File: src/rtl/life_pkg.sv
// rtl/life_pkg.sv - shared FSM encoding, B3/S23 rule constants and grid index helper
package life_pkg;

  typedef enum logic [1:0] {
    IDLE = 2'd0,
    RUN  = 2'd1,
    HALT = 2'd2
  } fsm_t;

  localparam logic [3:0] BIRTH_N    = 4'd3;
  localparam logic [3:0] SURVIVE_LO = 4'd2;
  localparam logic [3:0] SURVIVE_HI = 4'd3;

  // Flat bit position of cell (r,c); bit 0 is the top-left cell.
  function automatic int idx(input int r, input int c, input int cols);
    return r * cols + c;
  endfunction

endpackage

File: src/rtl/life_cell.sv
// rtl/life_cell.sv - one Game of Life cell: 8 neighbour bits plus own bit to next bit
module life_cell
  import life_pkg::*;
(
  input  logic [7:0] nbr,
  input  logic       own,
  output logic       next
);

  logic [3:0] cnt;

  always_comb begin
    cnt = '0;
    for (int i = 0; i < 8; i++) begin
      cnt = cnt + {3'b000, nbr[i]};
    end
  end

  assign next = own ? ((cnt >= SURVIVE_LO) && (cnt <= SURVIVE_HI)) : (cnt == BIRTH_N);

endmodule

File: src/rtl/life_grid_engine.sv
// rtl/life_grid_engine.sv - parametrised Game of Life engine with load/step/run control
// Optional period-2 oscillator detection is built when LIFE_OSC_DETECT_EN is defined.
module life_grid_engine
  import life_pkg::*;
#(
  parameter int ROWS           = 10,
  parameter int COLS           = 10,
  parameter int WRAP           = 0,
  parameter int TICK_DIV       = 1,
  parameter int GEN_W          = 16,
  parameter int STOP_ON_STABLE = 1
) (
  input  logic                               clk,
  input  logic                               rst,
  input  logic                               load,
  input  logic [ROWS*COLS-1:0]               init,
  input  logic                               step,
  input  logic                               run,
  output logic [ROWS*COLS-1:0]               state,
  output logic [GEN_W-1:0]                   gen_count,
  output logic [$clog2(ROWS*COLS+1)-1:0]     pop_count,
  output logic                               stable,
  output logic                               osc,
  output logic                               busy
);

  localparam int N  = ROWS * COLS;
  localparam int PW = $clog2(N + 1);
  localparam int DW = (TICK_DIV > 1) ? $clog2(TICK_DIV) : 1;
  localparam logic [DW-1:0] DIV_LAST = DW'(TICK_DIV - 1);

  logic [N-1:0]  nxt;
  logic [PW-1:0] pop_n;
  logic [DW-1:0] div, div_n;
  fsm_t          fsm, fsm_n;
  logic          same, osc_hit;
  logic          apply, stable_set, osc_set;

  // Edge handling lives here so the cell stays a pure rule evaluator.
  for (genvar r = 0; r < ROWS; r++) begin : g_row
    for (genvar c = 0; c < COLS; c++) begin : g_col
      logic [7:0] nbr;
      for (genvar k = 0; k < 9; k++) begin : g_nbr
        if (k != 4) begin : g_use
          localparam int RR = r + k / 3 - 1;
          localparam int CC = c + k % 3 - 1;
          localparam int B  = (k < 4) ? k : k - 1;
          if (WRAP != 0) begin : g_wrap
            assign nbr[B] = state[idx((RR + ROWS) % ROWS, (CC + COLS) % COLS, COLS)];
          end else if (RR >= 0 && RR < ROWS && CC >= 0 && CC < COLS) begin : g_in
            assign nbr[B] = state[idx(RR, CC, COLS)];
          end else begin : g_out
            assign nbr[B] = 1'b0;
          end
        end
      end
      life_cell u_cell (
        .nbr  (nbr),
        .own  (state[idx(r, c, COLS)]),
        .next (nxt[idx(r, c, COLS)])
      );
    end
  end

  assign same = (nxt == state);

`ifdef LIFE_OSC_DETECT_EN
  logic [N-1:0] prev;

  assign osc_hit = (nxt == prev) && !same;

  always_ff @(posedge clk) begin
    if (rst || load) begin
      prev <= '0;
    end else if (apply) begin
      prev <= state;
    end
  end
`else
  assign osc_hit = 1'b0;
`endif

  always_comb begin
    pop_n = '0;
    for (int i = 0; i < N; i++) begin
      pop_n = pop_n + PW'(state[i]);
    end
  end

  always_comb begin
    fsm_n      = fsm;
    div_n      = div;
    apply      = 1'b0;
    stable_set = 1'b0;
    osc_set    = 1'b0;
    case (fsm)
      IDLE: begin
        if (run) begin
          fsm_n = RUN;
          div_n = '0;
        end else if (step) begin
          apply      = 1'b1;
          stable_set = same;
          osc_set    = osc_hit;
        end
      end
      RUN: begin
        if (!run) begin
          fsm_n = IDLE;
          div_n = '0;
        end else if (div == DIV_LAST) begin
          div_n = '0;
          // A still grid halts without being rewritten; an oscillator is applied first.
          if ((STOP_ON_STABLE != 0) && same) begin
            stable_set = 1'b1;
            fsm_n      = HALT;
          end else begin
            apply      = 1'b1;
            stable_set = same;
            osc_set    = osc_hit;
            if ((STOP_ON_STABLE != 0) && osc_hit) begin
              fsm_n = HALT;
            end
          end
        end else begin
          div_n = div + 1'b1;
        end
      end
      default: begin
      end
    endcase
  end

  always_ff @(posedge clk) begin
    if (rst) begin
      state     <= '0;
      gen_count <= '0;
      pop_count <= '0;
      stable    <= 1'b0;
      osc       <= 1'b0;
      fsm       <= IDLE;
      div       <= '0;
    end else begin
      pop_count <= pop_n;
      if (load) begin
        state     <= init;
        gen_count <= '0;
        stable    <= 1'b0;
        osc       <= 1'b0;
        fsm       <= IDLE;
        div       <= '0;
      end else begin
        fsm <= fsm_n;
        div <= div_n;
        if (apply) begin
          state <= nxt;
          if (gen_count != '1) begin
            gen_count <= gen_count + 1'b1;
          end
        end
        if (stable_set) begin
          stable <= 1'b1;
        end
        if (osc_set) begin
          osc <= 1'b1;
        end
      end
    end
  end

  assign busy = (fsm == RUN);

endmodule

File: config.mk
export PLATFORM = sky130hd
export DESIGN_NAME = life_grid_engine
export DESIGN_NICKNAME = d
export VERILOG_FILES = /design/src/rtl/life_pkg.sv /design/src/rtl/life_cell.sv /design/src/rtl/life_grid_engine.sv
export SDC_FILE = /design/constraint.sdc
export NUM_CORES = 1
export LEC_CHECK = 0
export BUFFER_PORTS_ARGS = -buffer_cell sky130_fd_sc_hd__buf_2
export CORE_ASPECT_RATIO = 1.25
export CORE_MARGIN = 1.5
export CORE_UTILIZATION = 50
export CTS_CLUSTER_DIAMETER = 80
export CTS_CLUSTER_SIZE = 14
export DETAILED_ROUTE_END_ITERATION = 10
export GPL_ROUTABILITY_DRIVEN = 0
export GPL_TIMING_DRIVEN = 0
export PLACE_DENSITY = 0.69
export SLEW_MARGIN = 10
export SYNTH_ARGS = -nofsm -noshare
export SYNTH_HDL_FRONTEND = slang
export SYNTH_HIERARCHICAL = 1
export SYNTH_SLANG_ARGS = --single-unit
File: constraint.sdc
create_clock -name clk -period 9.14 [get_ports clk]
set_input_delay 1.371 -clock clk [delete_from_list [all_inputs] [get_ports clk]]
set_output_delay 1.371 -clock clk [all_outputs]
set_load 0.1 [all_outputs]
## After elaboration in Yosys (flattened, before gate mapping)

Cells that the tools add are included.
W data, S select, Z words.

| cells by class | value |
|---|---|
| add/sub/neg operators | 676 |
| $lt $le $gt $ge | 200 |
| equal/unequal tests | 106 |
| mux-type cells | 123 |
| reductions and logical operators | 107 |

Operators with widths:

| cell | count |
|---|---|
| $add A4 B1 Y4 | 484 |
| $add A7 B1 Y7 | 93 |
| $eq A4 B2 Y1 const B | 100 |
| $ge A4 B2 Y1 const B | 100 |
| $le A4 B2 Y1 const B | 100 |
| $mux W100 | 2 |
| $add A1 B1 Y2 | 92 |
| $mux W1 | 113 |
| $eq A100 B100 Y1 | 1 |
| $logic_and A1 B1 Y1 | 100 |
| $add A16 B1 Y16 const B | 1 |
| $ne A16 B16 Y1 const B | 1 |
| $mux W2 | 4 |
| $add A6 B1 Y7 | 1 |
| $add A5 B1 Y6 | 1 |
| $pmux W1 S2 | 3 |
| $add A4 B1 Y5 | 1 |
| $add A3 B1 Y4 | 1 |
| $pmux W2 S2 | 1 |
| $reduce_and A2 Y1 | 2 |
| $reduce_and A4 Y1 | 1 |
| $reduce_bool A2 Y1 | 2 |
| $add A2 B1 Y3 | 1 |
| $ne A3 B2 Y1 const B | 1 |
| other kinds (6) | 6 |

| storage, ports and cells | value |
|---|---|
| bits in registers | 127 |
| input bits | 105 |
| output and inout bits | 126 |

## Depth between registers and ports, before layout

| depth | value |
|---|---|
| depth after elaboration | 99 |
| mapped depth | 25 |

## Cells and area by module

Netlist, hierarchy kept.

By module, submodules not included:

| module | times used | cells each | area each (um2) | seq. area each (um2) |
|---|---|---|---|---|
| life_cell | 100 | 26 | 200.2 | 0.0 |
| life_grid_engine | 1 | 976 | 9,242.6 | 2,522.4 |

## Worst setup path after synthesis

OpenSTA, ideal clock, no wires.

| timing | value |
|---|---|
| path kind | flip-flop to flip-flop |
| start | register state[35] |
| end | register pop_count[5] |
| setup time | 0.128 ns |
| arrival time | 7.253 ns |
| path slack | 1.759 ns |
| cell stages (with the launch flop) | 23 |
| path buffers | 0 |
| cell sequence | dfxtp_1 > inv_1 > fa_1 > inv_1 > fa_1 > fa_1 > inv_1 > fa_1 > inv_1 > fa_1 > fa_1 > fa_1 > fa_1 > inv_1 > fa_1 > inv_1 > ha_1 > a21o_1 > a21o_1 > a21o_1 > a21oi_1 > xor2_1 > nor2_1 |

| on the way | value |
|---|---|
| cells in the longest elaborated chain, start to end | 65 |

RTL lines:

| what | line | source |
|---|---|---|
| start, declared | life_grid_engine.sv:19 | `output logic [ROWS*COLS-1:0] state,` |
| start signal, assigned | life_grid_engine.sv:146 | `state <= init;` |
| start signal, assigned | life_grid_engine.sv:156 | `state <= nxt;` |
| $add A7 B1 Y7 (65 in series) | life_grid_engine.sv:86 | `pop_n = pop_n + PW'(state[i]);` |
| end signal, assigned | life_grid_engine.sv:144 | `pop_count <= pop_n;` |
| end, declared | life_grid_engine.sv:21 | `output logic [$clog2(ROWS*COLS+1)-1:0] pop_count,` |

Every way passes these cells.
A chain may end at the register's enable or synchronous reset.

## Worst setup path after layout

Ends and elaborated chain as after synthesis.

==> impl_metrics.py <==
metrics = {
    "drt": {
        "wire_per_inst_um": 17.04,
        "drt-total-wl_um": 80150,
        "drc_errors": 0,
        "vias_per_cell": 4.991,
        "drtPass1Iterations": 8,
        "first_iter_violations": 1250,
        "num_vias": 23480,
        "ant_nets": 0,
    },
    "yosys": {
        "ys_seq_elements": 126,
        "ys_seq_area_share_pct": 8.620,
        "ys_types": 42,
        "ys.flop_type": "dfxtp_1",
        "syn_inst": 3576,
        "synth_area_um2": 29260,
        "async_reset_ff_share_pct": 0,
        "synth_warnings": 6,
        "syn_area_per_cell_um2": 8.183,
        "synth-edff-count": 0,
    },
    "global_routing": {
        "antenna_found_initial": 0,
        "grt_overflow": 0,
        "grt_pass1_wl_um": 127600,
        "grt_pass1_vias": 23990,
        "grt_usage_pct": 28.01,
        "grt_max_degree": 17,
    },
    "critical_path": {
        "cp-end-kind": "flip-flop",
        "arrival_ns": 7.60,
        "crit_buf_inv": 6,
        "ff2ff_setup_slack_ns": 1.85,
        "critPathLaunchType": "flip-flop",
        "cp_top_family": "adder cells",
        "critPathKind": "reg2reg",
        "critical_path.max_stage_delay_ns": 0.78,
        "path_cells": "inv_1 > fa_1 > inv_1 > fa_1 > fa_1 > inv_1 > fa_1 > inv_1 > fa_1 > fa_1 > fa_1 > fa_1 > inv_1 > fa_1 > inv_1 > ha_1 > a21o_1 > a21o_1 > a21o_1 > a21oi_1 > xor2_1 > nor2_1",
        "worst_path_max_delay_cell": "dfxtp_1",
        "cpMostUsedCell": "fa_1",
        "crit_required_ns": 9.45,
        "cp_max_fo": 13,
    },
    "clock_tree": {
        "cts_sinks": 126,
        "post_cts_buffers": 0,
        "numCtsBuffers": 17,
        "cts_hold_buf": 0,
        "htree_num_levels": 4,
        "cts_resized": 0,
        "max-clock-path-buffers": 2,
        "path_clk_slew_ns": 0.07,
        "cts_root_buf": "clkbuf_16",
        "cts_tree": "built",
        "insertion_delay_ns": 0.47,
    },
    "status": {
        "status": "finished, final reports clean",
    },
    "finish": {
        "utilization_pct": 56.25,
        "antennaDiodeCount": 0,
        "area_growth_pct": 10.55,
        "drive_gt1_share_pct": 9.638,
        "final_nets": 4853,
    },
    "timing": {
        "finalHoldViolations": 0,
        "worst_pin_slew_ns": 0.9709,
        "drv_slew": 0,
        "max_slew_margin_pct": 35.19,
        "final-setup-viol-count": 0,
        "clock.fmax_mhz": 137.2,
        "min_period_ns": 7.287,
        "fin_tns_setup_ns": 0,
        "fin_crit_sh_pct": 79.73,
        "rsz0062_at_grt": "no",
        "fin_skew_ns": 0.02253,
    },
    "power_and_ir_drop": {
        "power_density_nw_per_um2": 416.7,
        "power_mw": 13.48,
        "leakage_nw": 17.03,
        "vdd_ir_drop_max_mv": 1.371,
    },
    "floorplanning": {
        "fp.dieH_um": 273.5,
        "die_area_um2": 59990,
        "start_util_pct": 50.88,
        "die_x_um": 219.4,
        "num_rows": 98,
        "core-area_um2": 57510,
        "io_pins": 231,
    },
    "run": {
        "max_cap_viol_count": 0,
    },
    "min_path": {
        "hold_class": "reg2reg",
    },
    "place": {
        "dp_hpwl_um": 64580,
        "port_buffers": 229,
    },
}
layout make-up:
class / count / area (µm²)
buffer: 52 / 282.8
clock buffer: 17 / 425.4
clock inverter: 15 / 141.4
fill: 5356 / 25160
inverter: 1445 / 5424
multi-input combinational: 2069 / 21470
sequential: 126 / 2522
tap: 750 / 938.4
timing repair buffer: 229 / 1146
synth_stat cells, types with 3 or more instances:
master    count  share of area [%]
and3_1        6               0.13
o21ai_0       4              0.068
nor2_1      314                4.0
nor4_1        4              0.086
a211oi_1    100                2.6
a21oi_1      13               0.22
a21o_1        4               0.10
dfxtp_1     126                8.6
or3_1         5               0.11
nand2_1     113                1.4
nor2b_1     104                2.2
nor3_2      100                3.4
buf_6         9               0.35
nand4_1      28               0.60
o41ai_1       3              0.090
nand3_1       9               0.15
or4_1         8               0.21
xnor2_1     102                3.1
o31ai_1       7               0.18
mux2i_1     101                3.5
a31oi_1     101                2.2
fa_1        488                 33
buf_4         5               0.13
ha_1        320                 14
inv_1      1445                 19
clkbuf_1     36               0.46
logic make-up after synthesis:
logic type | after synthesis | share of synthesized area (%)
other | 1 | 0.01282
muxes | 101 | 3.455
and+or+nand+nor | 698 | 12.58
DFF | 126 | 8.620
buffers and inverters | 1497 | 19.50
adders and majority gates | 808 | 47.07
xor gates and xnor gates | 104 | 3.113
AOI/OAI and AO/OA | 241 | 5.644
worst min-delay path, stage by stage, from the launching register on:
cell and delay [ns]:
dfxtp_1 0.35, a21oi_1 0.05, nor2_1 0.07
where the power goes:
group,switching (mW),internal [mW]
combinational,6.67,5.15
clock,0.332,0.360
sequential,0.292,0.683
registers in the layout (all words and copies together) (netlist names):
signal / flops
stable: 1
fsm: 2
gen_count: 16
pop_count: 7
state: 100
worst paths after layout:
| path | from | to | cells after the start |
|---|---|---|---|
| max | state[35]$_SDFFE_PP0P_ | pop_count[5]$_SDFF_PP0_ | 22 |
| min | stable$_SDFFE_PP0P_ | stable$_SDFFE_PP0P_ | 2 |
| max reg2reg | state[35]$_SDFFE_PP0P_ | pop_count[5]$_SDFF_PP0_ | 22 |
| min reg2reg | stable$_SDFFE_PP0P_ | stable$_SDFFE_PP0P_ | 2 |
placed cells by master, fill, tap and decap left out, types with 2 or more instances in the layout:
master and count:
inv_1 1445, fa_1 488, ha_1 320, nor2_1 314
buf_2 230, dfxtp_1 126, conb_1 117, nand2_1 113
nor2b_1 104, xnor2_1 102, mux2i_1 101, a31oi_1 101
a211oi_1 100, nor3_2 100, clkbuf_1 36, nand4_1 28
clkbuf_16 17, a21oi_1 13, nand3_1 9, buf_6 9
or4_1 8, o31ai_1 7, inv_6 7, and3_1 6
buf_4 5, or3_1 5, nor4_1 4, o21ai_0 4
a21o_1 4, clkinvlp_4 4, o41ai_1 3, inv_8 3
nor3_1 2, nor4_2 2, o311ai_0 2, o211ai_1 2
xor2_1 2
through the flow:
stage	hold WS [ns]	cells	setup WS [ns]	area (µm²)
detailed placement	0.4745	4671	1.901	31780
global route	0.5326	4703	1.492	32350
finish	0.4988	4703	1.853	32350
global placement	0.4791	4671	1.893	31780
floorplan	0.5004	3692	1.759	29700
CTS	0.4928	4703	1.850	32350
per-layer routing:
metal	global-route usage (%)	share of wire (%)	up-vias
met5	0	0	-
met4	14.40	5.6	0
met3	2.267	4.6	167
met2	47.63	48	640
met1	35.56	42	11670
li1	-	-	11000
Power figures use the tool's default switching activity.
